$ cat src/rtl/aes_req_arbiter_pkg.sv
// Shared definitions for the AES request arbiter and its round-robin picker.
// State encodings are fixed so that other arbiters can reuse them.
package aes_req_arbiter_pkg;

    localparam int AES_BLK = 128;

    typedef enum logic [1:0] {
        AR_IDLE  = 2'd0,
        AR_ISSUE = 2'd1,
        AR_WAIT  = 2'd2,
        AR_RESP  = 2'd3
    } ar_state_t;

endpackage

$ cat src/rtl/aes_rr_pick.sv
// Combinational round-robin picker: grants the first set request found
// searching upward from i_last+1, wrapping around.
module aes_rr_pick #(
    parameter int NREQ = 2,
    parameter int LW   = (NREQ > 1) ? $clog2(NREQ) : 1
) (
    input  logic [NREQ-1:0] i_req,
    input  logic [LW-1:0]   i_last,
    output logic [NREQ-1:0] o_gnt_onehot,
    output logic [LW-1:0]   o_gnt_idx,
    output logic            o_any
);

    logic [LW-1:0] w_cand;

    always_comb begin
        o_gnt_onehot = '0;
        o_gnt_idx    = '0;
        o_any        = 1'b0;
        w_cand       = '0;
        // k=1 is the highest-priority slot, k=NREQ wraps back to i_last itself
        for (int k = 1; k <= NREQ; k++) begin
            w_cand = LW'((int'(i_last) + k) % NREQ);
            for (int i = 0; i < NREQ; i++) begin
                if (!o_any && i_req[i] && (w_cand == LW'(i))) begin
                    o_any           = 1'b1;
                    o_gnt_idx       = LW'(i);
                    o_gnt_onehot[i] = 1'b1;
                end
            end
        end
    end

endmodule

$ cat src/rtl/aes_req_arbiter.sv
// Shares one AES engine between NREQ requesters: round-robin accept, one load
// pulse, wait for done (with watchdog), single-cycle response to the owner.
//   IDLE  | wait for gap to expire, accept a request
//   ISSUE | aes_ld pulse, clear watchdog
//   WAIT  | wait for aes_done or watchdog expiry
//   RESP  | rsp_valid to owner, arm the post-response gap
module aes_req_arbiter
    import aes_req_arbiter_pkg::*;
#(
    parameter int NREQ    = 2,
    parameter int TIMEOUT = 64,
    parameter int TW      = 7,
    parameter int GAP     = 3
) (
    input  logic                      clk,
    input  logic                      rst,
    input  logic [NREQ-1:0]           req_valid,
    output logic [NREQ-1:0]           req_ready,
    input  logic [AES_BLK*NREQ-1:0]   req_key,
    input  logic [AES_BLK*NREQ-1:0]   req_text,
    output logic [NREQ-1:0]           rsp_valid,
    output logic                      rsp_err,
    output logic [AES_BLK-1:0]        rsp_data,
    output logic                      aes_ld,
    output logic [AES_BLK-1:0]        aes_key,
    output logic [AES_BLK-1:0]        aes_text,
    input  logic                      aes_done,
    input  logic [AES_BLK-1:0]        aes_result
);

    localparam int LW = (NREQ > 1) ? $clog2(NREQ) : 1;
    localparam int GW = (GAP > 0) ? $clog2(GAP + 1) : 1;

    ar_state_t          r_state;
    ar_state_t          w_state_nxt;
    logic [LW-1:0]      r_last_grant;
    logic [TW-1:0]      r_timer;
    logic [GW-1:0]      r_gap;
    logic [AES_BLK-1:0] r_aes_key;
    logic [AES_BLK-1:0] r_aes_text;
    logic [AES_BLK-1:0] r_rsp_data;
    logic               r_rsp_err;

    logic [NREQ-1:0]    w_pick_oh;
    logic [LW-1:0]      w_pick_idx;
    logic               w_pick_any;
    logic               w_accept;
    logic               w_tmo;
    logic [AES_BLK-1:0] w_key_sel;
    logic [AES_BLK-1:0] w_text_sel;

    aes_rr_pick #(
        .NREQ (NREQ),
        .LW   (LW)
    ) u_pick (
        .i_req        (req_valid),
        .i_last       (r_last_grant),
        .o_gnt_onehot (w_pick_oh),
        .o_gnt_idx    (w_pick_idx),
        .o_any        (w_pick_any)
    );

    always_comb begin
        w_key_sel  = '0;
        w_text_sel = '0;
        for (int i = 0; i < NREQ; i++) begin
            if (w_pick_idx == LW'(i)) begin
                w_key_sel  = req_key[i*AES_BLK +: AES_BLK];
                w_text_sel = req_text[i*AES_BLK +: AES_BLK];
            end
        end
    end

    always_comb begin
        w_accept  = (r_state == AR_IDLE) && (r_gap == '0) && w_pick_any;
        req_ready = w_accept ? w_pick_oh : '0;
        aes_ld    = (r_state == AR_ISSUE);
        w_tmo     = (r_timer == TW'(TIMEOUT - 1));
        rsp_valid = '0;
        for (int i = 0; i < NREQ; i++) begin
            rsp_valid[i] = (r_state == AR_RESP) && (r_last_grant == LW'(i));
        end
    end

    assign aes_key  = r_aes_key;
    assign aes_text = r_aes_text;
    assign rsp_data = r_rsp_data;
    assign rsp_err  = r_rsp_err;

    always_ff @(posedge clk) begin
        if (rst) begin
            r_state <= AR_IDLE;
        end else begin
            r_state <= w_state_nxt;
        end
    end

    always_comb begin
        w_state_nxt = r_state;
        case (r_state)
            AR_IDLE:  if (w_accept) w_state_nxt = AR_ISSUE;
            AR_ISSUE: w_state_nxt = AR_WAIT;
            AR_WAIT:  if (aes_done || w_tmo) w_state_nxt = AR_RESP;
            AR_RESP:  w_state_nxt = AR_IDLE;
            default:  w_state_nxt = AR_IDLE;
        endcase
    end

    always_ff @(posedge clk) begin
        if (rst) begin
            r_last_grant <= LW'(NREQ - 1);
            r_timer      <= '0;
            r_gap        <= '0;
            r_aes_key    <= '0;
            r_aes_text   <= '0;
            r_rsp_data   <= '0;
            r_rsp_err    <= 1'b0;
        end else begin
            case (r_state)
                AR_IDLE: begin
                    if (r_gap != '0) r_gap <= r_gap - 1'b1;
                    if (w_accept) begin
                        r_last_grant <= w_pick_idx;
                        r_aes_key    <= w_key_sel;
                        r_aes_text   <= w_text_sel;
                    end
                end
                AR_ISSUE: r_timer <= '0;
                AR_WAIT: begin
                    r_timer <= r_timer + 1'b1;
                    // done takes priority over a watchdog expiring in the same cycle
                    if (aes_done) begin
                        r_rsp_data <= aes_result;
                        r_rsp_err  <= 1'b0;
                    end else if (w_tmo) begin
                        r_rsp_data <= '0;
                        r_rsp_err  <= 1'b1;
                    end
                end
                AR_RESP: begin
                    r_gap      <= GW'(GAP);
                    r_rsp_data <= '0;
                    r_rsp_err  <= 1'b0;
                end
                default: ;
            endcase
        end
    end

endmodule

$ cat config.mk
export PLATFORM = sky130hd
export DESIGN_NAME = aes_req_arbiter
export DESIGN_NICKNAME = d
export VERILOG_FILES = /design/src/rtl/aes_req_arbiter_pkg.sv /design/src/rtl/aes_rr_pick.sv /design/src/rtl/aes_req_arbiter.sv
export SDC_FILE = /design/constraint.sdc
export NUM_CORES = 1
export LEC_CHECK = 0
export ABC_AREA = 0
export ABC_CLOCK_PERIOD_IN_PS = 2300
export BUFFER_PORTS_ARGS = -buffer_cell sky130_fd_sc_hd__buf_2
export CAP_MARGIN = 30
export CELL_PAD_IN_SITES_DETAIL_PLACEMENT = 2
export CELL_PAD_IN_SITES_GLOBAL_PLACEMENT = 2
export CORE_AREA = 2 2 404 406
export CTS_BUF_LIST = sky130_fd_sc_hd__clkbuf_2 sky130_fd_sc_hd__clkbuf_4 sky130_fd_sc_hd__clkbuf_8
export DETAILED_ROUTE_END_ITERATION = 6
export DIE_AREA = 0 0 406 408
export PLACE_DENSITY_LB_ADDON = 0.15
export SYNTH_ARGS = -nofsm -noshare
export SYNTH_HDL_FRONTEND = slang
export SYNTH_SLANG_ARGS = --single-unit
$ cat constraint.sdc
create_clock -name clk -period 2.3 [get_ports clk]
set_input_delay 0.115 -clock clk [delete_from_list [all_inputs] [get_ports clk]]
set_output_delay 0.115 -clock clk [all_outputs]
set_load 0.1 [all_outputs]
# --- Yosys cells after proc, flatten, opt, wreduce, memory -nomap -nowiden ---
# Cells that the tools add are included.
word_totals:
  register_bits: 397
  out_inout_bits: 390
  wordCells: 72
classes:
  add_sub_neg: 4
  eq_ne: 8
  muxes: 24
  bitwise: 3
  reduce_logical: 25
op_table:
  columns: ["operator", "n"]
  rows:
  - ["$mux W128", 4]
  - ["$pmux W128 S2", 1]
  - ["$pmux W7 S2", 1]
  - ["$logic_and A1 B1 Y1", 11]
  - ["$mux W1", 11]
  - ["$mux W2", 4]
  - ["$pmux W2 S4", 1]
  - ["$reduce_and A2 Y1", 4]
  - ["$reduce_bool A2 Y1", 4]
  - ["$add A7 B1 Y7 const B", 1]
  - ["$eq A7 B6 Y1 const B", 1]
  - ["$eq A2 B2 Y1 const B", 2]
  - ["$logic_not A2 Y1", 2]
  - ["$ne A2 B2 Y1 const B", 2]
  - ["$pmux W2 S2", 1]
  - ["$logic_not A1 Y1", 3]
  - ["$ne A3 B3 Y1 const B", 1]
  - ["$not A1 Y1", 3]
  - ["$add A1 B1 Y1 const B", 2]
  - ["$eq A2 B1 Y1 const B", 1]
  - ["$ne A2 B1 Y1 const B", 1]
  - ["$pmux W1 S2", 1]
  - ["$sub A2 B1 Y2 const B", 1]
  - ["$logic_or A1 B1 Y1", 1]

# --- Logic depth before layout (Yosys ltp) ---
logic_depth:
  word_depth: 19
  depth_mapped: 9
  mapped_depth_nobuf: 6

# --- By module ---
# From an unflattened synthesis, not the netlist that was laid out.
hier_totals:
  hier_cells: 1788
  area_unflattened_um2: 17548.1
by_module_without_submodules:
  columns: ["mod", "instances", "cells_each", "area_per_inst_um2", "seq_area_each_um2"]
  rows:
  - ["aes_req_arbiter", 1, 1783, 17515.5, 7947.6]
  - ["aes_rr_pick", 1, 5, 32.5, 0.0]

# --- Least setup slack after synthesis ---
# OpenSTA, ideal clock, no wires.
synth_path:
  path_type: "reg2reg"
  from: "register r_state[0]"
  to: "register r_last_grant"
  setup_time_ps: 65
  t_arrival_ps: 2287
  setup_slack_ps: -51
  path_stages_with_launch: 7
  path_buffers: 1
  path_cell_list: "dfxtp_1 > inv_1 > ha_1 > clkbuf_2 > o211ai_1 > nor2_1 > a211o_1"
synth_between:
  elab_chain_len: 4
synth_lines:
  columns: ["element", "line_no", "source"]
  rows:
  - ["start: declaration", "aes_req_arbiter.sv:34", "ar_state_t r_state;"]
  - ["start signal: assignment", "aes_req_arbiter.sv:94", "r_state <= w_state_nxt;"]
  - ["$logic_not A2 Y1 *", "aes_req_arbiter.sv:75, aes_req_arbiter.sv:119", null]
  - ["$logic_and A1 B1 Y1 (2 in a row)", "aes_req_arbiter.sv:75", "w_accept = (r_state == AR_IDLE) && (r_gap == '0) && w_pick_any;"]
  - ["$reduce_and A2 Y1 (no line) *", null, null]
  - ["end signal: assignment", "aes_req_arbiter.sv:111", "r_last_grant <= LW'(NREQ - 1);"]
  - ["end signal: assignment", "aes_req_arbiter.sv:123", "r_last_grant <= w_pick_idx;"]
  - ["end: declaration", "aes_req_arbiter.sv:36", "logic [LW-1:0] r_last_grant;"]
# Mark *: on every way between the ends. The rest lies on a longest branch, timed or not.
# A chain may end at the register's enable or synchronous reset.

# --- Worst setup path in the final report ---
layout_path:
  from: "register r_state[0]"
  to: "register r_aes_text[82] (netlist: aes_text[82])"
layout_between:
  elab_chain_len: 4
layout_lines:
  columns: ["element", "line_no", "source"]
  rows:
  - ["$logic_not A2 Y1 *", "aes_req_arbiter.sv:75, aes_req_arbiter.sv:119", null]
  - ["$logic_and A1 B1 Y1 (2 in a row)", "aes_req_arbiter.sv:75", null]
  - ["$reduce_and A2 Y1 (no line) *", null, null]
  - ["end signal: assignment", "aes_req_arbiter.sv:125", "r_aes_text <= w_text_sel;"]
  - ["end: declaration", "aes_req_arbiter.sv:40", "logic [AES_BLK-1:0] r_aes_text;"]
# Marks and branches as above.

==> results.toml <==
[run_status]
run_status = "finished, final reports clean"

[detailed_routing]
num_vias = 22160
routed_wl_mm = 122.4
ant_nets = 0
wl_per_cell_um = 20.13
dr.first_iter.drc_count = 627
drc = 0
post_drt_via_cell_ratio = 3.644
first_pass_iters = 4

[floorplanning]
dieArea_um2 = 165600
design.core.area_um2 = 161700
io_pins = 1035
die_y_um = 408
start_util_pct = 10.56
fp.dieW_um = 406
num_rows = 148

[timing]
hold_viol = 0
tightestPinTransition_ns = 0.6675
fin_crit_sh_pct = 95.20
setup_violations = 0
clock_skew_ns = 0.06363
fmax_mhz = 456.7
holdWs_ns = 0.1519
setup_ws_ns = 0.1103
slew_headroom_pct = 55.81
slew_viol_final = 0
rsz0062_at_grt = "true"
fin_crit_ns = 2.190

[synthesis]
async_flop_share_pct = 0
seq_area_frac_synth_pct = 46.55
syn_area_um2 = 17070
postSynthAreaPerCell_um2 = 8.280
synth_edf_count = 0
synth.net_count = 2713
synth_area_leaders = "dfxtp_1 (47%), nand2_1 (14%), a311oi_1 (13%)"
synth_top_area_share_pct = 46.55
ys_warn_count = 0
postSynthCellCount = 2062
synthTopCellsByCount = "nand2_1 (646), dfxtp_1 (397), nor2_1 (266), a311oi_1 (256), nand2b_1 (132)"
synth.largest_area_cell = "dfxtp_1"
ys.flop_type = "dfxtp_1"
post-synth-top-count-cell = "nand2_1"
synth_seq_cells = 397
ys_types = 34

[worst_setup_path]
cp_max_fo = 54
critPathMaxStageDelay_ns = 0.57
cp_num_buf_inv = 4
slowest_stage = "dlygate4sd3_1"
startpoint_type = "flop"
crit_chain = "inv_2 -> ha_4 -> o211a_4 -> buf_12 -> buf_16 -> nor2_1 -> a311oi_1 -> dlygate4sd3_1"
crit_required_ns = 3.02
path_class = "flop to flop"
critPathTopFamily = "buffers and inverters"
critPathArrivalTime_ns = 2.91
cp-end-kind = "flop"

[global_routing]
gr-total-overflow = 0
track_usage_pct = 14.33
grt_max_degree = 106
grt_pass1_vias = 25220
antenna_found_initial = 30
grt_pass1_wl_mm = 175.0

[power]
leakage_nw = 15.05
pwr-share-comb_pct = 60.4
ir_drop_v = 0.0009522
p_clk_share_pct = 18.3
switching_share_pct = 59.23
p_sw_mw = 29.83
power_density_nw_per_um2 = 1458
seqPwrFrac_pct = 21.3
p_int_mw = 20.53

[place]
pre_cts_ws_ns = 0.3922
post_dp_cell_area_um2 = 24930
routabilityCongestion = 0.7671
hpwl_mm = 90.92
numPortBuffers = 1034

[cts]
htreeDepth = 3
cts_buffer_depth = 3
root_buffer = "clkbuf_8"
cts_tree = "yes"
clk_latency_ns = 0.78
cts.sinks = 397
clkSlewWorstSetupHoldPaths_ns = 0.06
cts_buffers = 93

[final_layout]
syn_to_final_growth_pct = 102.3
drive_above_1_share_pct = 33.34
fin_area_um2 = 34540
post-route-util_pct = 21.37
nNetsFinal = 4467

[hold_path]
worstHoldPathType = "primary input to flop"

[job]
maxCapViolCount = 0
final cells by class:
cell class,instances,area [um2]
diodes,21,52.55
clock buffers,154,1819
clock inverters,9,151.4
fillers,18940,127100
inverters,6,22.52
multi-input cells,1470,8180
flip-flops and latches,397,7951
well taps,2175,2721
repair buffers,1848,13650
placed cells by master, fill, tap and decap left out, types with 4 or more instances in the layout:
cell type / count
nand2_1: 643
diode_2: 21
nand2b_1: 132
o21ai_0: 5
buf_2: 1029
buf_16: 4
a311oi_1: 256
mux2i_1: 130
buf_4: 47
dlygate4sd3_1: 735
clkbuf_4: 48
inv_1: 4
buf_12: 25
nor2_1: 265
clkbuf_8: 106
dfxtp_1: 394
per-stage QoR:
stage | power (mW) | TNS [ns] | std cells
floorplan | 33.35 | 0 | 2062
global placement | 40.03 | 0 | 5154
detailed placement | 40.07 | 0 | 5154
CTS | 51.15 | 0 | 6056
global route | 53.04 | -0.0009377 | 6076
finish | 50.36 | 0 | 6080
worst reg2reg max path, stage by stage, from the launching register on:
cell	delay, ns
dfxtp_2	0.34
inv_2	0.09
ha_4	0.18
o211a_4	0.19
buf_12	0.16
buf_16	0.29
nor2_1	0.08
a311oi_1	0.23
dlygate4sd3_1	0.57
cells by family (layout without fill, tap and decap cells):
group                      after synthesis  count (layout)  share of synthesized area (%)
and+or+nand+nor                       1057            1057                          25.44
xor gates and xnor gates                 4               4                         0.2052
adders and majority gates                6               6                         0.4397
other                                    0              21                              0
buffers and inverters                  195            2017                          5.972
muxes                                  130             130                          7.621
DFF                                    397             397                          46.55
AOI/OAI and AO/OA                      273             273                          13.78
metal layers:
layer | track usage (%) | vias to the layer above | part of all wire, %
met4 | 5.326 | 12 | 3.3
met1 | 15.91 | 10640 | 40
met5 | 0 | - | 0.059
met2 | 25.05 | 758 | 49
li1 | - | 10580 | -
met3 | 4.927 | 171 | 8.0
power groups by stage:
stage	logic [mW]	registers [mW]	clock network, mW
6_report	30.4	10.7	9.19
5_1_grt	31.9	11.1	10.1
4_1_cts	30.6	10.8	9.77
3_5_place_dp	29.2	10.8	0
3_3_place_gp	29.2	10.8	0
2_1_floorplan	5.88	27.5	0
worst paths after layout:
kind                                           startpoint                         to  slack (ns)  cells after the start
worst min-delay path                        aes_result[9]   rsp_data[9]$_SDFFE_PP0P_        0.15                      4
worst max register to register    r_state[0]$_SDFFE_PP0P_  aes_text[82]$_SDFFE_PP0P_        0.11                      8
worst min register to register  rsp_data[87]$_SDFFE_PP0P_  rsp_data[87]$_SDFFE_PP0P_        0.47                      2
worst max-delay path              r_state[0]$_SDFFE_PP0P_  aes_text[82]$_SDFFE_PP0P_        0.11                      8
what timing repair did:
action	4_1_cts	5_1_grt
endpoints found under the setup margin	4	11
endpoints found under the hold margin	397	0
gates cloned	3	1
pin swaps	3	2
hold buffers	735	0
buffers inserted	2	2
resized for setup	15	9
registers in the layout, indices dropped and copies added, names as in the netlist:
name          cells
rsp_data        128
r_last_grant      1
r_gap             2
r_state           2
aes_key         128
r_timer           7
rsp_err           1
aes_text        128
Note: power is estimated with default switching activity, not from simulation.
